<file path="src/rtl/up_down_count_monitor_if.sv">
// Count-bus observation interface between an up/down counter and its monitor.
// master = counter side (drives count bus), slave = monitor (drives status).
interface up_down_count_monitor_if #(
  parameter int WIDTH     = 4,
  parameter int ERR_CNT_W = 8
);
  logic                 sample_en;
  logic [WIDTH-1:0]     count_in;
  logic                 dir_up;
  logic                 moving;
  logic                 wrap_pulse;
  logic                 rev_pulse;
  logic                 step_err;
  logic [ERR_CNT_W-1:0] err_cnt;

  modport master (
    output sample_en, count_in,
    input  dir_up, moving, wrap_pulse, rev_pulse, step_err, err_cnt
  );

  modport slave (
    input  sample_en, count_in,
    output dir_up, moving, wrap_pulse, rev_pulse, step_err, err_cnt
  );
endinterface

</file>
<file path="src/rtl/up_down_count_monitor.sv">
// Recovers direction, wrap, reversal and illegal-step events from a sampled counter bus; outputs registered, 1 cycle after sample.
// Optional UDC_MON_STRICT_EN: a hold while moving is an illegal step.
module up_down_count_monitor #(
  parameter int WIDTH     = 4,
  parameter int ERR_CNT_W = 8
) (
  input  logic                 clk,
  input  logic                 reset,
  up_down_count_monitor_if.slave mon
);

  typedef enum logic [1:0] {
    S_INIT = 2'd0,
    S_HOLD = 2'd1,
    S_UP   = 2'd2,
    S_DOWN = 2'd3
  } state_e;

  localparam logic [WIDTH-1:0] CNT_MAX = '1;

  state_e               state_q;
  logic [WIDTH-1:0]     prev_q;
  logic                 dir_up_q;
  logic                 moving_q;
  logic                 wrap_q;
  logic                 rev_q;
  logic                 err_q;
  logic [ERR_CNT_W-1:0] err_cnt_q;
  logic [ERR_CNT_W-1:0] err_cnt_d;

  logic [WIDTH-1:0] delta;
  logic             step_up;
  logic             step_dn;
  logic             step_hold;
  logic             step_bad;
  logic             hold_bad;

  always_comb begin
    delta     = mon.count_in - prev_q;
    step_up   = (delta == WIDTH'(1));
    step_dn   = (delta == CNT_MAX);
    step_hold = (delta == '0);
`ifdef UDC_MON_STRICT_EN
    hold_bad  = step_hold && ((state_q == S_UP) || (state_q == S_DOWN));
`else
    hold_bad  = 1'b0;
`endif
    step_bad  = !(step_up || step_dn || step_hold) || hold_bad;
    err_cnt_d = (err_cnt_q == '1) ? err_cnt_q : err_cnt_q + 1'b1;
  end

  always_ff @(posedge clk) begin
    if (reset) begin
      state_q   <= S_INIT;
      prev_q    <= '0;
      dir_up_q  <= 1'b1;
      moving_q  <= 1'b0;
      wrap_q    <= 1'b0;
      rev_q     <= 1'b0;
      err_q     <= 1'b0;
      err_cnt_q <= '0;
    end else begin
      wrap_q <= 1'b0;
      rev_q  <= 1'b0;
      err_q  <= 1'b0;
      if (mon.sample_en) begin
        // prev always follows the bus, so an illegal jump resyncs tracking
        prev_q <= mon.count_in;
        if (state_q == S_INIT) begin
          state_q  <= S_HOLD;
          moving_q <= 1'b0;
        end else if (step_bad) begin
          state_q   <= S_HOLD;
          moving_q  <= 1'b0;
          err_q     <= 1'b1;
          err_cnt_q <= err_cnt_d;
        end else if (step_up) begin
          state_q  <= S_UP;
          moving_q <= 1'b1;
          dir_up_q <= 1'b1;
          rev_q    <= (state_q == S_DOWN);
          wrap_q   <= (prev_q == CNT_MAX);
        end else if (step_dn) begin
          state_q  <= S_DOWN;
          moving_q <= 1'b1;
          dir_up_q <= 1'b0;
          rev_q    <= (state_q == S_UP);
          wrap_q   <= (prev_q == '0);
        end else begin
          state_q  <= S_HOLD;
          moving_q <= 1'b0;
        end
      end
    end
  end

  assign mon.dir_up     = dir_up_q;
  assign mon.moving     = moving_q;
  assign mon.wrap_pulse = wrap_q;
  assign mon.rev_pulse  = rev_q;
  assign mon.step_err   = err_q;
  assign mon.err_cnt    = err_cnt_q;

endmodule

</file>
<file path="src/flat_wrapper.sv">
// flat-port wrapper written by rule: the top's interface ports become plain ports
module up_down_count_monitor_flat 
#(
  parameter int WIDTH     = 4,
  parameter int ERR_CNT_W = 8
)
  (clk, reset, mon_sample_en, mon_count_in, mon_dir_up, mon_moving, mon_wrap_pulse, mon_rev_pulse, mon_step_err, mon_err_cnt);
  up_down_count_monitor_if #(.WIDTH(WIDTH), .ERR_CNT_W(ERR_CNT_W)) mon_i ();
  input  logic clk;
  input  logic reset;
  input wire logic [$bits(mon_i.sample_en)-1:0] mon_sample_en;
  input wire logic [$bits(mon_i.count_in)-1:0] mon_count_in;
  output wire logic [$bits(mon_i.dir_up)-1:0] mon_dir_up;
  output wire logic [$bits(mon_i.moving)-1:0] mon_moving;
  output wire logic [$bits(mon_i.wrap_pulse)-1:0] mon_wrap_pulse;
  output wire logic [$bits(mon_i.rev_pulse)-1:0] mon_rev_pulse;
  output wire logic [$bits(mon_i.step_err)-1:0] mon_step_err;
  output wire logic [$bits(mon_i.err_cnt)-1:0] mon_err_cnt;
  assign mon_i.sample_en = mon_sample_en;
  assign mon_i.count_in = mon_count_in;
  assign mon_dir_up = mon_i.dir_up;
  assign mon_moving = mon_i.moving;
  assign mon_wrap_pulse = mon_i.wrap_pulse;
  assign mon_rev_pulse = mon_i.rev_pulse;
  assign mon_step_err = mon_i.step_err;
  assign mon_err_cnt = mon_i.err_cnt;
  up_down_count_monitor #(.WIDTH(WIDTH), .ERR_CNT_W(ERR_CNT_W)) u_core (.clk(clk), .reset(reset), .mon(mon_i));
endmodule
</file>
<file path="config.mk">
export PLATFORM = sky130hd
export DESIGN_NAME = up_down_count_monitor_flat
export DESIGN_NICKNAME = d
export VERILOG_FILES = /design/src/rtl/up_down_count_monitor_if.sv /design/src/rtl/up_down_count_monitor.sv /design/src/flat_wrapper.sv
export SDC_FILE = /design/constraint.sdc
export NUM_CORES = 1
export LEC_CHECK = 0
export ABC_CLOCK_PERIOD_IN_PS = 3300
export CORE_MARGIN = 2
export CORE_UTILIZATION = 39
export CTS_CLUSTER_DIAMETER = 30
export DETAILED_ROUTE_END_ITERATION = 12
export PLACE_DENSITY_LB_ADDON = 0.05
export RECOVER_POWER = 50
export SETUP_SLACK_MARGIN = 0.02
export SLEW_MARGIN = 0
export SYNTH_ARGS = -nofsm -noshare
export SYNTH_HDL_FRONTEND = slang
export SYNTH_SLANG_ARGS = --single-unit
</file>
<file path="constraint.sdc">
create_clock -name clk -period 3.3 [get_ports clk]
set_clock_uncertainty 0.2 [all_clocks]
set_input_delay 0.66 -clock clk [delete_from_list [all_inputs] [get_ports clk]]
set_output_delay 0.66 -clock clk [all_outputs]
set_load 0.05 [all_outputs]
</file>
==> results of run 1 <==
cell usage after synthesis (2+ instances only):
cell type	count
dfxtp_1	18
nor2_1	10
mux2i_1	6
inv_1	5
nor2b_1	5
a21oi_1	4
ha_1	4
mux2_2	4
nor4_1	4
or4_1	4
nand2_1	3
nand2b_1	3
nand4_1	3
nor3_1	3
o21ai_0	3
o31ai_1	3
xor2_1	3
buf_6	2
clkbuf_1	2
placed cells by master (no fill, tap or decap), types with 3 or more instances in the layout:
master	instances
a21oi_1	4
buf_4	11
clkbuf_4	3
clkdlybuf4s50_1	7
dfxtp_1	18
dlygate4sd3_1	12
ha_1	4
inv_1	5
mux2_2	4
mux2i_1	6
nand2_1	3
nand2b_1	3
nand4_1	3
nor2_1	10
nor2b_1	5
nor3_1	3
nor4_1	4
o21ai_0	3
o31ai_1	3
or4_1	4
xor2_1	3
critical path: stages:
cell and delay, ns:
clkdlybuf4s50_1 0.48, inv_1 0.04, ha_1 0.21, fa_1 0.38, xor2_1 0.20, or3_1 0.16, nor3_2 0.04, buf_4 0.17
buf_4 0.13, nor3b_2 0.27, mux2_2 0.36
where the power goes:
| group | switching [mW] | leakage, nW | internal (mW) | total, mW |
|---|---|---|---|---|
| combinational | 0.0556 | 0.393 | 0.0503 | 0.106 |
| clock | 0.0656 | 0.0138 | 0.0425 | 0.108 |
| sequential | 0.00688 | 0.146 | 0.224 | 0.231 |
final cells by class:
cell class                      instances  area share
Inverter                                5      0.0144
Sequential cell                        18       0.277
Timing Repair Buffer                   30       0.210
Clock buffer                            3      0.0173
Multi-Input combinational cell         78       0.452
Tap cell                               30      0.0289
metrics by stage:
stage	instance area, sq um	setup WS [ns]	hold WS, ns
3_5_place_dp	1280	-0.133	0.254
6_report	1300	0.186	0.272
4_1_cts	1300	0.188	0.279
5_1_grt	1300	0.0678	0.282
2_1_floorplan	1000	0.462	0.273
3_3_place_gp	1280	-0.0835	0.244
flip-flops by register name, summed over array words and instances, names as in the netlist:
name	count
u_core.mon.err_cnt	8
u_core.mon.step_err	1
u_core.mon.moving	1
u_core.mon.dir_up	1
u_core.mon.wrap_pulse	1
u_core.prev_q	4
u_core.state_q	1
u_core.mon.rev_pulse	1
kinds of logic after synthesis:
group | after synthesis
buffers and inverters | 10
and+or+nand+nor | 45
muxes | 10
adders and majority gates | 5
AOI/OAI and AO/OA | 15
DFF | 18
xor gates and xnor gates | 3
worst min path at each step:
stage	start	cells past startpoint	end	slack, ns
after floorplan	u_core.state_q[0]	2	u_core.state_q[0]	0.27
after detailed placement	u_core.mon.dir_up	1	u_core.mon.dir_up	0.25
after global placement	u_core.mon.dir_up	1	u_core.mon.dir_up	0.24
final	u_core.mon.dir_up	1	u_core.mon.dir_up	0.27
after global routing	u_core.mon.dir_up	1	u_core.mon.dir_up	0.28
after CTS	u_core.mon.dir_up	1	u_core.mon.dir_up	0.28
layer usage:
metal,share of wire,global-route usage,wire length (um),vias to the layer above
met5,0,0,0,-
met4,0.021,0.0875,44,0
met3,0.038,0.0246,79,5
met2,0.42,0.230,862,23
met1,0.52,0.236,1090,401
li1,-,-,-,446
==> flow_metrics.py, run 1 <==
metrics = {
    "clocking": {
        "max-clock-path-buffers": 2,
        "root_buffer": "clkbuf_4",
        "cts_buffers": 3,
        "cts.hold.buffers_added": 0,
        "path_clk_slew_ns": 0.10,
        "ctsHtreeMaxLevel": 1,
        "cts_setup_buffers": 0,
        "ctsResizeCount": 0,
        "cts_tree": "built",
        "clk_latency_ns": 0.29,
        "clock-sinks": 18,
    },
    "final_layout": {
        "multi_input_area_sq_um": 588,
        "seq_area_sq_um": 360,
        "final_util": 0.530,
        "syn2layout_area_growth_pct": 29.4,
        "antenna_cells": 0,
        "nets": 148,
        "fin_cells": 164,
        "drive_gt1_frac": 0.172,
        "fill_cells": 230,
    },
    "drt": {
        "routed_wl_um": 2080,
        "route.detailed.drc": 0,
        "num_vias": 875,
        "routedWlPerCell_um": 12.7,
        "ant_nets": 0,
        "via_per_inst": 5.34,
        "first_iter_violations": 23,
        "first_pass_iters": 4,
    },
    "flow_run": {
        "cap_violations": 0,
    },
    "pwr": {
        "p_per_area_nw_per_um2": 342,
        "power_mw": 0.445,
        "p_leak_nw": 0.553,
        "ir_drop_v": 0.000225,
    },
    "worst_setup_path": {
        "regToRegStartpoint": "u_core.prev_q[0]",
        "reg2reg_depth": 9,
        "critPathMaxFanout": 10,
        "worstSetupStartpointType": "input pin",
        "endpoint_kind": "flip-flop",
        "cp.arrival_ns": 3.10,
        "ff2ff_setup_slack_ns": 0.71,
        "crit_path_end": "u_core.mon.err_cnt[0]",
        "critPathLaunch": "mon_count_in[0]",
        "worstPathRequired_ns": 3.29,
        "worstReg2RegEnd": "u_core.mon.err_cnt[0]",
        "worst-setup-path-type": "in2reg",
    },
    "timing": {
        "min_period_ns": 3.11,
        "post-route-period-util": 0.944,
        "setup_viol": 0,
        "hold_viol_final": 0,
        "slew_viol_final": 0,
        "setup_tns_ns": 0,
        "rsz0062_at_grt": "no",
        "fmax_mhz": 321,
        "tightest_slew_ns": 0.784,
        "maxSlewHeadroom": 0.476,
    },
    "die": {
        "core_sq_um": 2450,
        "die_area_sq_um": 3000,
        "start_util": 0.409,
        "die_width_um": 54.8,
        "num_rows": 18,
        "io_pins": 20,
        "die_h_um": 54.8,
    },
    "logic_synthesis": {
        "synth_cell_types": 36,
        "yosysTopAreaCell": "dfxtp_1",
        "yosys.area_share.simple": 0.280,
        "syn_avg_cell_area_sq_um": 9.48,
        "synthMuxAreaShare": 0.105,
        "syn_area_sq_um": 1000,
        "yosys.area.top_type_share": 0.359,
        "syn_inst": 106,
        "yosys_warnings": 0,
        "synth_nets": 118,
        "synth-xor-area-share": 0.0262,
        "synth_compound_area_frac": 0.105,
        "synth_top_family_by_area": "simple AND/OR/NAND/NOR gates",
        "ys_ff_latch": 18,
        "synth.area.top_cells": "dfxtp_1, mux2i_1, ha_1, mux2_2, nor2_1",
        "synth_top_flop_cell": "dfxtp_1",
        "synth_edf_count": 0,
        "synth-adder-area-share": 0.0697,
        "async_reset_ff_frac": 0,
        "seq_area_frac_synth": 0.359,
    },
    "hold_path": {
        "hp-class": "reg2reg",
    },
    "global_route": {
        "grt_pass1_vias": 802,
        "grt_max_degree": 23,
        "antenna_found_initial": 0,
        "globalRouteOverflowTotal": 0,
        "grt_pass1_wl_um": 3510,
        "grtUsageTotal": 0.164,
    },
    "placed_design": {
        "dpl.hpwl_um": 1530,
        "io_buffers": 19,
        "place_congestion": 0.815,
        "place_inst": 161,
    },
    "status": {
        "status": "completed",
    },
}
Power figures use the tool's default switching activity.
==> run 2: changes to the inputs <==
Settings changed: CAP_MARGIN from default to 20, SKIP_LAST_GASP from default to 1.
==> results of run 2 <==
Final layout, timing and power as in run 1 (identical DEF).
==> RTL change: new RTL, settings of run 2 <==
The option `UDC_MON_STRICT_EN` is turned on by a define.
--- a/src/rtl/up_down_count_monitor.sv
+++ b/src/rtl/up_down_count_monitor.sv
@@ -1,5 +1,7 @@
 // Recovers direction, wrap, reversal and illegal-step events from a sampled counter bus; outputs registered, 1 cycle after sample.
 // Optional UDC_MON_STRICT_EN: a hold while moving is an illegal step.
+`define UDC_MON_STRICT_EN
+
 module up_down_count_monitor #(
   parameter int WIDTH     = 4,
   parameter int ERR_CNT_W = 8
Check against the original RTL: not equivalent (Yosys sat finds a counterexample within 4 cycles, from zero or initial values and one cycle with reset high).
==> RTL change against run 2 <==
Sequential share of layout area grew 0.93 points; sequential cell count increased by 1; wire length fell by 3.7%; setup slack gained 0.065 ns; area after synthesis grew 2.0%; final area increased by 2.1%; first-iteration DRC count decreased by 43%; power rose by 11%; critical path type unchanged; largest power group unchanged; highest routed layer unchanged.
==> RTL change: results (changes against run 2) <==
[final_layout]
final_util_pct = 53.59  ; +0.63 points
multi_input_area_share_pct = 46.18  ; +0.95 points
clk_share_pct = 2.074  ; +0.34 points
final_nets = 158  ; +6.8%
buffer_area_share_pct = 18.85  ; -2.1 points
regArea_um2 = 380.4  ; +5.6%
fillers = 260  ; +13%

[yosys]
synth-xor-area-share_pct = 6.593  ; +4.0 points
synth_fp_nets = 129  ; +9.3%
synth_compound_gate_area_share_pct = 13.43  ; +3.0 points
muxShareOfSynthArea_pct = 8.303  ; -2.2 points
synth_fa_ha_area_share_pct = 6.838  ; -0.14 points
synth_common_cells = 19 x dfxtp_1, 18 x nor2_1, 8 x a21oi_1
synth_cell_types = 35  ; -2.8%
synth_area_leaders = dfxtp_1 37%, mux2i_1 6.8%, nor2_1 6.6%, ha_1 4.9%, a21oi_1 3.9%
yosys_register_bits = 19  ; +1
avgSynthCellArea_um2 = 8.758  ; -7.6%

[setup_path]
crit_fanout = 4  ; -6
reg2regPathDepth = 8  ; -1
crit_family = simple AND/OR/NAND/NOR gates
r2r-end = u_core.mon.err_cnt[6]

[placed_design]
place_congestion = 0.8144  ; about the same
dp.cells = 171  ; +6.2%
place_ws_ns = -0.07640  ; +0.05622 ns
dp_hpwl_mm = 1.555  ; +1.4%
dpl-instance-area_um2 = 1300  ; +1.8%

[drt]
finalWirelength_mm = 2.000  ; -3.7%
wl_met3_um = 65  ; -18%
viasPerCell = 5.217  ; -2.2%
drt_iter0_markers = 13  ; -43%
dr.pass1.iters = 5  ; +1
drt-met1-wl_um = 985  ; -9.6%
wl_per_cell_um = 11.43  ; -9.8%
met2_length_um = 937  ; +8.7%

[power_and_ir_drop]
cellLeakagePower_nw = 0.5543  ; +0.25%
ir_drop_uv = 217.7  ; -3.2%
power_switching_mw = 0.1497  ; +17%

[global_routing]
use_met2_pct = 25.34  ; +2.3 points
use_met3_pct = 2.810  ; +0.35 points
grt_pass1_wl_mm = 3.795  ; +8.3%
grt_use_total_pct = 15.03  ; -1.3 points
grt_max_degree = 20  ; -13%
met1_usage_pct = 19.15  ; -4.5 points
grt_pass1_vias = 899  ; +12%

[min_path]
min-delay-start = u_core.mon.moving
hold_end = u_core.mon.moving

[run_status]
status = finished, final reports clean

[sta]
slew-limit-headroom_pct = 53.88  ; +6.3 points
hold_ws_ns = 0.2779  ; +0.006048 ns

[floorplanning]
core_um2 = 2477  ; +0.92%

-- RTL change: cell count changes in the layout (fill, tap and decap cells not counted), moves of 4 or more --
cell / change
nor2_1: +8
nand3_1: +4
nor2b_1: -5
mux2_2: -4
a21oi_1: +4
-- RTL change: power by group through the flow --
stage,sequential [mW],clock [mW],combinational [mW]
5_1_grt,0.247,0.135,0.147
2_1_floorplan,0.263,0,0.0722
3_5_place_dp,0.251,0,0.135
6_report,0.245,0.115,0.133
3_3_place_gp,0.251,0,0.133
4_1_cts,0.246,0.125,0.136
-- RTL change: how the worst max path moves through the flow --
stage | to | slack [ns] | cells after the start
2_1_floorplan | u_core.mon.err_cnt[6] | 0.48 | 9
3_3_place_gp | u_core.mon.err_cnt[6] | -0.002 | 10
3_5_place_dp | u_core.mon.err_cnt[6] | -0.08 | 10
4_1_cts | u_core.mon.err_cnt[6] | 0.25 | 10
5_1_grt | u_core.mon.err_cnt[6] | 0.08 | 11
6_report | u_core.mon.err_cnt[6] | 0.25 | 10
